<file path="src/rtl/fifo_sync_flags_if.sv">
// fifo_sync_flags_if: producer/consumer handshake and status bundle for fifo_sync_flags
interface fifo_sync_flags_if #(parameter int DATA_W = 8, parameter int ADDR_W = 4);
  logic wr;
  logic rd;
  logic clr_err;
  logic [DATA_W-1:0] wr_data;
  logic [DATA_W-1:0] rd_data;
  logic full;
  logic empty;
  logic almost_full;
  logic almost_empty;
  logic overflow;
  logic underflow;
  logic [ADDR_W:0] count;
  modport master (
    output wr, wr_data, rd, clr_err,
    input rd_data, full, empty, almost_full, almost_empty, count, overflow, underflow
  );
  modport slave (
    input wr, wr_data, rd, clr_err,
    output rd_data, full, empty, almost_full, almost_empty, count, overflow, underflow
  );
endinterface

</file>
<file path="src/rtl/fifo_sync_flags.sv">
// fifo_sync_flags: single-clock FIFO with count, threshold and sticky error flags; FIFO_REG_OUT_EN registers rd_data
module fifo_sync_flags #(
  parameter int DATA_W   = 8,
  parameter int ADDR_W   = 4,
  parameter int AF_LEVEL = 12,
  parameter int AE_LEVEL = 2
) (
  input logic clk,
  input logic reset,
  fifo_sync_flags_if.slave bus
);
  localparam int DEPTH = 2 ** ADDR_W;
  logic [DATA_W-1:0] mem [DEPTH];
  logic [ADDR_W-1:0] wr_ptr;
  logic [ADDR_W-1:0] rd_ptr;
  logic [ADDR_W:0] count;
  logic overflow;
  logic underflow;
  logic wr_ok;
  logic rd_ok;
  assign wr_ok = bus.wr & (~bus.full | bus.rd);
  assign rd_ok = bus.rd & ~bus.empty;
  assign bus.count = count;
  assign bus.full = count == (ADDR_W+1)'(DEPTH);
  assign bus.empty = count == '0;
  assign bus.almost_full = count >= (ADDR_W+1)'(AF_LEVEL);
  assign bus.almost_empty = count <= (ADDR_W+1)'(AE_LEVEL);
  assign bus.overflow = overflow;
  assign bus.underflow = underflow;
  always_ff @(posedge clk or posedge reset)
    if (reset) begin
      wr_ptr <= '0;
      rd_ptr <= '0;
      count <= '0;
      overflow <= 1'b0;
      underflow <= 1'b0;
    end else begin
      if (wr_ok) wr_ptr <= wr_ptr + ADDR_W'(1);
      if (rd_ok) rd_ptr <= rd_ptr + ADDR_W'(1);
      count <= (wr_ok & ~rd_ok) ? count + (ADDR_W+1)'(1) :
               (rd_ok & ~wr_ok) ? count - (ADDR_W+1)'(1) : count;
      // a new error event wins over a clear in the same cycle
      overflow <= (bus.wr & bus.full & ~bus.rd) | (overflow & ~bus.clr_err);
      underflow <= (bus.rd & bus.empty) | (underflow & ~bus.clr_err);
    end
  always_ff @(posedge clk)
    if (wr_ok) mem[wr_ptr] <= bus.wr_data;
`ifdef FIFO_REG_OUT_EN
  logic [DATA_W-1:0] rd_q;
  always_ff @(posedge clk or posedge reset)
    if (reset) rd_q <= '0;
    else if (rd_ok) rd_q <= mem[rd_ptr];
  assign bus.rd_data = rd_q;
`else
  assign bus.rd_data = mem[rd_ptr];
`endif
endmodule

</file>
<file path="src/flat_wrapper.sv">
// flat-port wrapper written by rule: the top's interface ports become plain ports
module fifo_sync_flags_flat 
#(
  parameter int DATA_W   = 8,
  parameter int ADDR_W   = 4,
  parameter int AF_LEVEL = 12,
  parameter int AE_LEVEL = 2
)
  (clk, reset, bus_wr, bus_wr_data, bus_rd, bus_clr_err, bus_rd_data, bus_full, bus_empty, bus_almost_full, bus_almost_empty, bus_count, bus_overflow, bus_underflow);
  fifo_sync_flags_if #(.DATA_W(DATA_W), .ADDR_W(ADDR_W)) bus_i ();
  input logic clk;
  input logic reset;
  input wire logic [$bits(bus_i.wr)-1:0] bus_wr;
  input wire logic [$bits(bus_i.wr_data)-1:0] bus_wr_data;
  input wire logic [$bits(bus_i.rd)-1:0] bus_rd;
  input wire logic [$bits(bus_i.clr_err)-1:0] bus_clr_err;
  output wire logic [$bits(bus_i.rd_data)-1:0] bus_rd_data;
  output wire logic [$bits(bus_i.full)-1:0] bus_full;
  output wire logic [$bits(bus_i.empty)-1:0] bus_empty;
  output wire logic [$bits(bus_i.almost_full)-1:0] bus_almost_full;
  output wire logic [$bits(bus_i.almost_empty)-1:0] bus_almost_empty;
  output wire logic [$bits(bus_i.count)-1:0] bus_count;
  output wire logic [$bits(bus_i.overflow)-1:0] bus_overflow;
  output wire logic [$bits(bus_i.underflow)-1:0] bus_underflow;
  assign bus_i.wr = bus_wr;
  assign bus_i.wr_data = bus_wr_data;
  assign bus_i.rd = bus_rd;
  assign bus_i.clr_err = bus_clr_err;
  assign bus_rd_data = bus_i.rd_data;
  assign bus_full = bus_i.full;
  assign bus_empty = bus_i.empty;
  assign bus_almost_full = bus_i.almost_full;
  assign bus_almost_empty = bus_i.almost_empty;
  assign bus_count = bus_i.count;
  assign bus_overflow = bus_i.overflow;
  assign bus_underflow = bus_i.underflow;
  fifo_sync_flags #(.DATA_W(DATA_W), .ADDR_W(ADDR_W), .AF_LEVEL(AF_LEVEL), .AE_LEVEL(AE_LEVEL)) u_core (.clk(clk), .reset(reset), .bus(bus_i));
endmodule
</file>
<file path="config.mk">
export PLATFORM = sky130hd
export DESIGN_NAME = fifo_sync_flags_flat
export DESIGN_NICKNAME = d
export VERILOG_FILES = /design/src/rtl/fifo_sync_flags_if.sv /design/src/rtl/fifo_sync_flags.sv /design/src/flat_wrapper.sv
export SDC_FILE = /design/constraint.sdc
export NUM_CORES = 1
export LEC_CHECK = 0
export ABC_AREA = 1
export ABC_CLOCK_PERIOD_IN_PS = 2730
export CORE_MARGIN = 5
export CORE_UTILIZATION = 55
export CTS_CLUSTER_SIZE = 20
export DETAILED_ROUTE_END_ITERATION = 6
export DONT_BUFFER_PORTS = 1
export PLACE_DENSITY_LB_ADDON = 0.12
export SYNTH_ARGS = -nofsm -noshare
export SYNTH_HDL_FRONTEND = slang
export SYNTH_SLANG_ARGS = --single-unit
</file>
<file path="constraint.sdc">
create_clock -name clk -period 2.73 [get_ports clk]
set_clock_uncertainty 0.1 [all_clocks]
set_input_delay 0.546 -clock clk [delete_from_list [all_inputs] [get_ports clk]]
set_output_delay 0.546 -clock clk [all_outputs]
set_load 0.05 [all_outputs]
</file>
==> results of run 1 <==
-- power groups by stage --
stage | Sequential [mW] | Combinational [mW] | Clock, mW
after floorplan | 2.94 | 2.37 | 0
after global placement | 2.83 | 3.70 | 0
after CTS | 2.79 | 3.77 | 1.98
after detailed placement | 2.84 | 3.75 | 0
after global routing | 2.82 | 4.10 | 2.10
final | 2.80 | 3.76 | 1.96
-- per-layer routing --
layer	up-vias	part of all wire (%)
li1	2138	-
met1	2113	43
met2	149	49
met3	22	6.1
met4	0	2.1
met5	-	0
-- worst max-delay path: cells and delay by family, from the launching register on --
kind | cells | cell delay, ns
simple gates | 6 | 0.69
buf+inv | 2 | 0.40
flops | 1 | 0.41
-- repair_timing --
item	in CTS	in global routing
setup buffers	0	0
hold endpoints to repair	15	0
hold buffers	1	0
resized for setup	0	2
endpoints found under the setup margin	0	1
-- final timing paths --
check	start	endpoint	slack (ns)	cells after the start
worst max-delay path	u_core.rd_ptr[1]$_DFFE_PP0P_	bus_rd_data[1]	0.16	8
worst min-delay path	bus_wr_data[0]	u_core.mem[0][0]$_DFFE_PP_	0.12	0
worst max register to register	u_core.bus.count[2]$_DFFE_PP0P_	u_core.bus.count[4]$_DFFE_PP0P_	0.31	15
worst min register to register	u_core.wr_ptr[1]$_DFFE_PP0P_	u_core.wr_ptr[1]$_DFFE_PP0P_	0.49	2
max in group asynchronous	reset	u_core.rd_ptr[0]$_DFFE_PP0P_	1.53	2
min in group asynchronous	reset	u_core.bus.count[4]$_DFFE_PP0P_	0.56	2
-- state kept, by name, indices dropped and copies added, names as in the netlist --
name,count
u_core.mem,128
u_core.bus.count,5
u_core.rd_ptr,4
u_core.wr_ptr,4
u_core.bus.overflow,1
u_core.bus.underflow,1
-- synthesized netlist by cell type, types with 2 or more instances --
master	instances
edfxtp_1	128
buf_2	13
o22ai_1	2
nand2_2	5
o21ai_1	3
xor2_1	2
inv_1	69
buf_6	3
ha_1	9
nand3_1	62
inv_2	4
nor2_1	68
nor2_2	2
o21ai_0	4
dfrtp_1	15
nand2_1	247
buf_4	6
nand2_4	2
nand4_1	2
-- kinds of logic after synthesis --
group | share of synthesized area, %
and+or+nand+nor | 24.7
DFF | 65.1
buffers and inverters | 6.89
AOI/OAI and AO/OA | 0.811
adders and majority gates | 2.05
xor gates and xnor gates | 0.406
-- layout make-up --
| type | count | share of cell area (%) |
|---|---|---|
| inverters | 75 | 3.92 |
| well taps | 143 | 2.45 |
| multi-input cells | 413 | 24.8 |
| flip-flops and latches | 143 | 57.8 |
| repair buffers | 25 | 4.31 |
| clock inverters | 9 | 0.616 |
| clock buffers | 23 | 6.12 |
==> results.json, run 1 <==
{
  "setup_viol": 0,
  "clockBufferDepth": 2,
  "ir_worst_vdd_mv": 1.24,
  "mostFrequentLayoutCells": "nand2_1 (247), edfxtp_1 (128), inv_1 (69)",
  "gp_congestion": 0.889,
  "start_util_pct": 56.5,
  "fin_crit_sh_pct": 94.2,
  "min_period_ns": 2.57,
  "grt_max_degree": 58,
  "grt_usage_pct": 21.9,
  "use_met1_pct": 29.6,
  "die_w_um": 119,
  "chipHeight_um": 119,
  "pwr-share-comb_pct": 44.2,
  "io_pins": 32,
  "yosysSeqAreaShare_pct": 65.1,
  "setup_ws_ns": 0.159,
  "dp_cells": 798,
  "slew_headroom_pct": 31.1,
  "nFillCells": 907,
  "clkLatencyLatePin_ns": 0.42,
  "cts_buffers": 17,
  "wl_per_cell_um": 17.6,
  "rsz0062_at_grt": "false",
  "synth_area_mm2": 0.00648,
  "top_usage_layer": "met2",
  "end_kind": "output pin",
  "swShare_pct": 40.7,
  "rows": 39,
  "ys_ff_latch": 143,
  "slowest_delay_ns": 0.41,
  "final_core_utilization_pct": 63.8,
  "cp_slowest_cell": "dfrtp_1",
  "htreeDepth": 4,
  "use_met3_pct": 5.44,
  "p_total_mw": 8.52,
  "max_freq_mhz": 389,
  "syn_nets": 678,
  "yosysTopAreaCellShare_pct": 59.3,
  "maxSlewViolCount": 0,
  "wl_mm": 14.6,
  "fin_setup_tns_ns": 0,
  "p_sw_mw": 3.47,
  "worstSetupStartpointType": "flip-flop",
  "grt_overflow_total": 0,
  "required_ns": 2.08,
  "cts_tree": "done",
  "synth_cells": 655,
  "path_clk_slew_ns": 0.05,
  "area_growth_pct": 12.9,
  "cp_max_fo": 18,
  "port_buffers": 0,
  "dp_hpwl_mm": 9.26,
  "path_class": "flip-flop to output pin",
  "crit_top_cell": "nand2_1",
  "grt_pass1_vias": 4295,
  "final_cell_count_no_fill": 831,
  "via_per_inst": 5.32,
  "drive_above_1_share_pct": 9.74,
  "hold_slack_ns": 0.116,
  "num_vias": 4422,
  "yosysTopAreaCell": "edfxtp_1",
  "seqCellArea_mm2": 0.00423,
  "ys_top_cells_by_area": "edfxtp_1 (59%), nand2_1 (14%), dfrtp_1 (5.8%), nand3_1 (4.8%), inv_1 (4.0%)",
  "root_buffer": "clkbuf_16",
  "coreArea_mm2": 0.0115,
  "outcome": "finished, final reports clean",
  "synthArstFlopShare_pct": 10.5,
  "final_common_cell": "nand2_1",
  "grt_pass1_wl_mm": 23.5,
  "ys_types": 28,
  "hold_path_class": "input pin to flip-flop",
  "drt_iter0_markers": 444,
  "synth_edf_count": 128,
  "drtAntennaViolNets": 0,
  "synthFlopType": "edfxtp_1",
  "die_area_mm2": 0.0141,
  "finalHoldViolCount": 0,
  "cts_num_sinks": 143,
  "design_area_mm2": 0.00731,
  "grtUsageMet2_pct": 34.3,
  "antenna_found_initial": 0,
  "avgSynthCellArea_um2": 9.89,
  "drt-pass1-iter-count": 5,
  "clkPwrFrac_pct": 23.0,
  "drcViolationCount": 0,
  "dp_slack_ns": 0.304,
  "multi_input_area_mm2": 0.00181,
  "internal_power_mw": 5.05,
  "maxCapViolations": 0,
  "power.leakage_nw": 3.12,
  "p_seq_share_pct": 32.8,
  "cp.arrival_ns": 1.92,
  "place_area_mm2": 0.00681,
  "p_per_area_mw_per_mm2": 1170,
  "final_net_count": 698,
  "synth_warnings": 0,
  "crit_chain": "buf_4 > nor2_8 > nand3_1 > nand2_1 > nor2_1 > nand2_1 > nand2_1 > buf_12",
  "diodes": 0,
  "tightest_slew_ns": 1.03
}
(Power assumes the default switching activity.)
==> run 2, diff against run 1 <==
PLACE_DENSITY_LB_ADDON = 0.15   (was 0.12)
TNS_END_PERCENT = 30   (was unset)
==> run 2 against run 1 <==
The flow now finishes with violations (hold timing); largest cell class unchanged; sequential cell count unchanged; non-clock buffer count increased by 3; largest power group unchanged; cell count rose by 0.36%; critical path type unchanged; critical endpoint is now bus_rd_data[0]; routed wire length is 0.24% lower; maximum frequency fell by 0.72%; global-route usage shrank 0.52 points; sequential share of layout area decreased by 0.63 points; sequential power about the same; setup slack lost 0.019 ns; count of clock-buffer cells in the layout decreased by 3; total power rose by 3.1%.
==> results.json, run 2 (synthesis results as in run 1) <==
{
  "clockBufferDepth": 2,
  "die_area_mm2": 0.0141,
  "maxSlewViolCount": 0,
  "port_buffers": 0,
  "coreArea_mm2": 0.0115,
  "drt-pass1-iter-count": 5,
  "clkPwrFrac_pct": 23.8,
  "finalHoldViolCount": 15,
  "start_util_pct": 56.5,
  "drive_above_1_share_pct": 11.0,
  "required_ns": 2.08,
  "r2r-end": "u_core.bus.count[4]$_DFFE_PP0P_",
  "chipHeight_um": 119,
  "outcome": "finished, violations left",
  "cts_num_sinks": 143,
  "mostFrequentLayoutCells": "nand2_1 (247), edfxtp_1 (128), inv_1 (69)",
  "end_kind": "output pin",
  "gp_congestion": 0.916,
  "final_net_count": 701,
  "p_seq_share_pct": 32.0,
  "multi_input_area_mm2": 0.00182,
  "rows": 39,
  "dp_hpwl_mm": 9.08,
  "reg_top3": "u_core.mem: 128 flops, u_core.bus.count: 5 flops",
  "diodes": 0,
  "tightest_slew_ns": 1.05,
  "design_area_mm2": 0.00739,
  "die_w_um": 119,
  "fin_crit_sh_pct": 94.9,
  "pwr-share-comb_pct": 44.1,
  "final_common_cell": "nand2_1",
  "swShare_pct": 40.6,
  "largest_reg_flops": 128,
  "setup_ws_ns": 0.141,
  "grt_usage_pct": 21.4,
  "cp.arrival_ns": 1.94,
  "regMostFlops": "u_core.mem",
  "rsz0062_at_grt": "false",
  "nFillCells": 898,
  "grt_overflow_total": 0,
  "worstSetupStartpointType": "flip-flop",
  "seqCellArea_mm2": 0.00423,
  "internal_power_mw": 5.22,
  "root_buffer": "clkbuf_16",
  "drcViolationCount": 0,
  "htreeDepth": 4,
  "p_total_mw": 8.79,
  "place_area_mm2": 0.00681,
  "path_clk_slew_ns": 0.06,
  "ir_worst_vdd_mv": 0.851,
  "hold_path_class": "input pin to asynchronous set/reset pin",
  "io_pins": 32,
  "drt_iter0_markers": 430,
  "p_sw_mw": 3.57,
  "cp_max_fo": 16,
  "path_class": "flip-flop to output pin",
  "max_freq_mhz": 386,
  "maxCapViolations": 0,
  "num_vias": 4417,
  "min_period_ns": 2.59,
  "dp_slack_ns": 0.331,
  "area_growth_pct": 14.1,
  "r2r_cells": 16,
  "drtAntennaViolNets": 0,
  "wl_per_cell_um": 17.5,
  "hold_slack_ns": -0.0233,
  "grt_pass1_wl_mm": 23.1,
  "fin_setup_tns_ns": 0,
  "setup_viol": 0,
  "power.leakage_nw": 3.16,
  "violations": "hold timing",
  "grt_max_degree": 50,
  "cts_tree": "done",
  "via_per_inst": 5.30,
  "slew_headroom_pct": 30.0,
  "grt_pass1_vias": 4237,
  "p_per_area_mw_per_mm2": 1190,
  "antenna_found_initial": 0,
  "wl_mm": 14.6,
  "r2r_start": "u_core.bus.count[2]$_DFFE_PP0P_",
  "clkLatencyLatePin_ns": 0.41,
  "cts_buffers": 17,
  "rrSetupSlack_ns": 0.31
}
-- run 2: cell types whose count changed in the layout (fill, tap and decap cells not counted), sizes merged --
cell / before / now
dlygate4sd3: 1 / 0
buf: 24 / 27
clkinv: 8 / 9
clkbuf: 23 / 21
bufinv: 0 / 1
clkinvlp: 2 / 3
-- run 2: area by class of cell --
cell class / instances / share of cell area (%)
clock buffer: 20 / 5.91
inverter: 75 / 3.88
tap: 143 / 2.42
clock inverter: 12 / 1.30
multi-input combinational: 413 / 24.6
sequential: 143 / 57.2
timing repair buffer: 28 / 4.74
-- run 2: what timing repair did --
item	in CTS	in global routing
buffers inserted	0	3
endpoints found under the setup margin	0	7
hold buffers	0	0
resized for setup	0	2
-- run 2: per-stage QoR --
stage | std cells | hold slack (ns) | util, %
after floorplan | 655 | 0.347 | -
after global placement | 798 | 0.427 | 59.4
after detailed placement | 798 | 0.445 | 59.4
after CTS | 830 | 0.000155 | 64.0
after global routing | 834 | 0.0504 | 64.5
final | 834 | -0.0233 | 64.5
-- run 2: worst max-delay path by stage --
stage	start	end	slack [ns]	cells past startpoint
3_5_place_dp	u_core.bus.count[2]$_DFFE_PP0P_	u_core.bus.count[4]$_DFFE_PP0P_	0.33	15
2_1_floorplan	u_core.bus.count[1]$_DFFE_PP0P_	u_core.bus.count[4]$_DFFE_PP0P_	0.08	16
6_report	u_core.rd_ptr[1]$_DFFE_PP0P_	bus_rd_data[0]	0.14	8
5_1_grt	u_core.rd_ptr[0]$_DFFE_PP0P_	bus_rd_data[6]	0.003	8
3_3_place_gp	u_core.bus.count[2]$_DFFE_PP0P_	u_core.bus.count[4]$_DFFE_PP0P_	0.41	15
4_1_cts	u_core.rd_ptr[0]$_DFFE_PP0P_	bus_rd_data[3]	0.02	8
-- run 2: per-layer routing --
metal,track usage [%],wire (um),up-vias
li1,-,-,2145
met4,8.08,299,0
met2,33.3,6940,159
met3,4.78,1050,28
met1,29.7,6260,2085
met5,0,0,-
-- run 2: power by group through the flow --
stage / clock network [mW] / registers [mW] / logic, mW
global route: 2.22 / 2.84 / 4.23
detailed placement: 0 / 2.87 / 3.75
CTS: 2.10 / 2.83 / 3.77
floorplan: 0 / 2.94 / 2.37
global placement: 0 / 2.86 / 3.70
finish: 2.09 / 2.82 / 3.88
-- run 2: critical path, cell delays in order, from the launching register on --
cell,delay [ns]
dfrtp_1,0.45
buf_4,0.22
nor2_8,0.26
nand3_1,0.11
nand2_1,0.10
nor2_1,0.06
nand2_1,0.06
nand2_1,0.10
buf_12,0.16
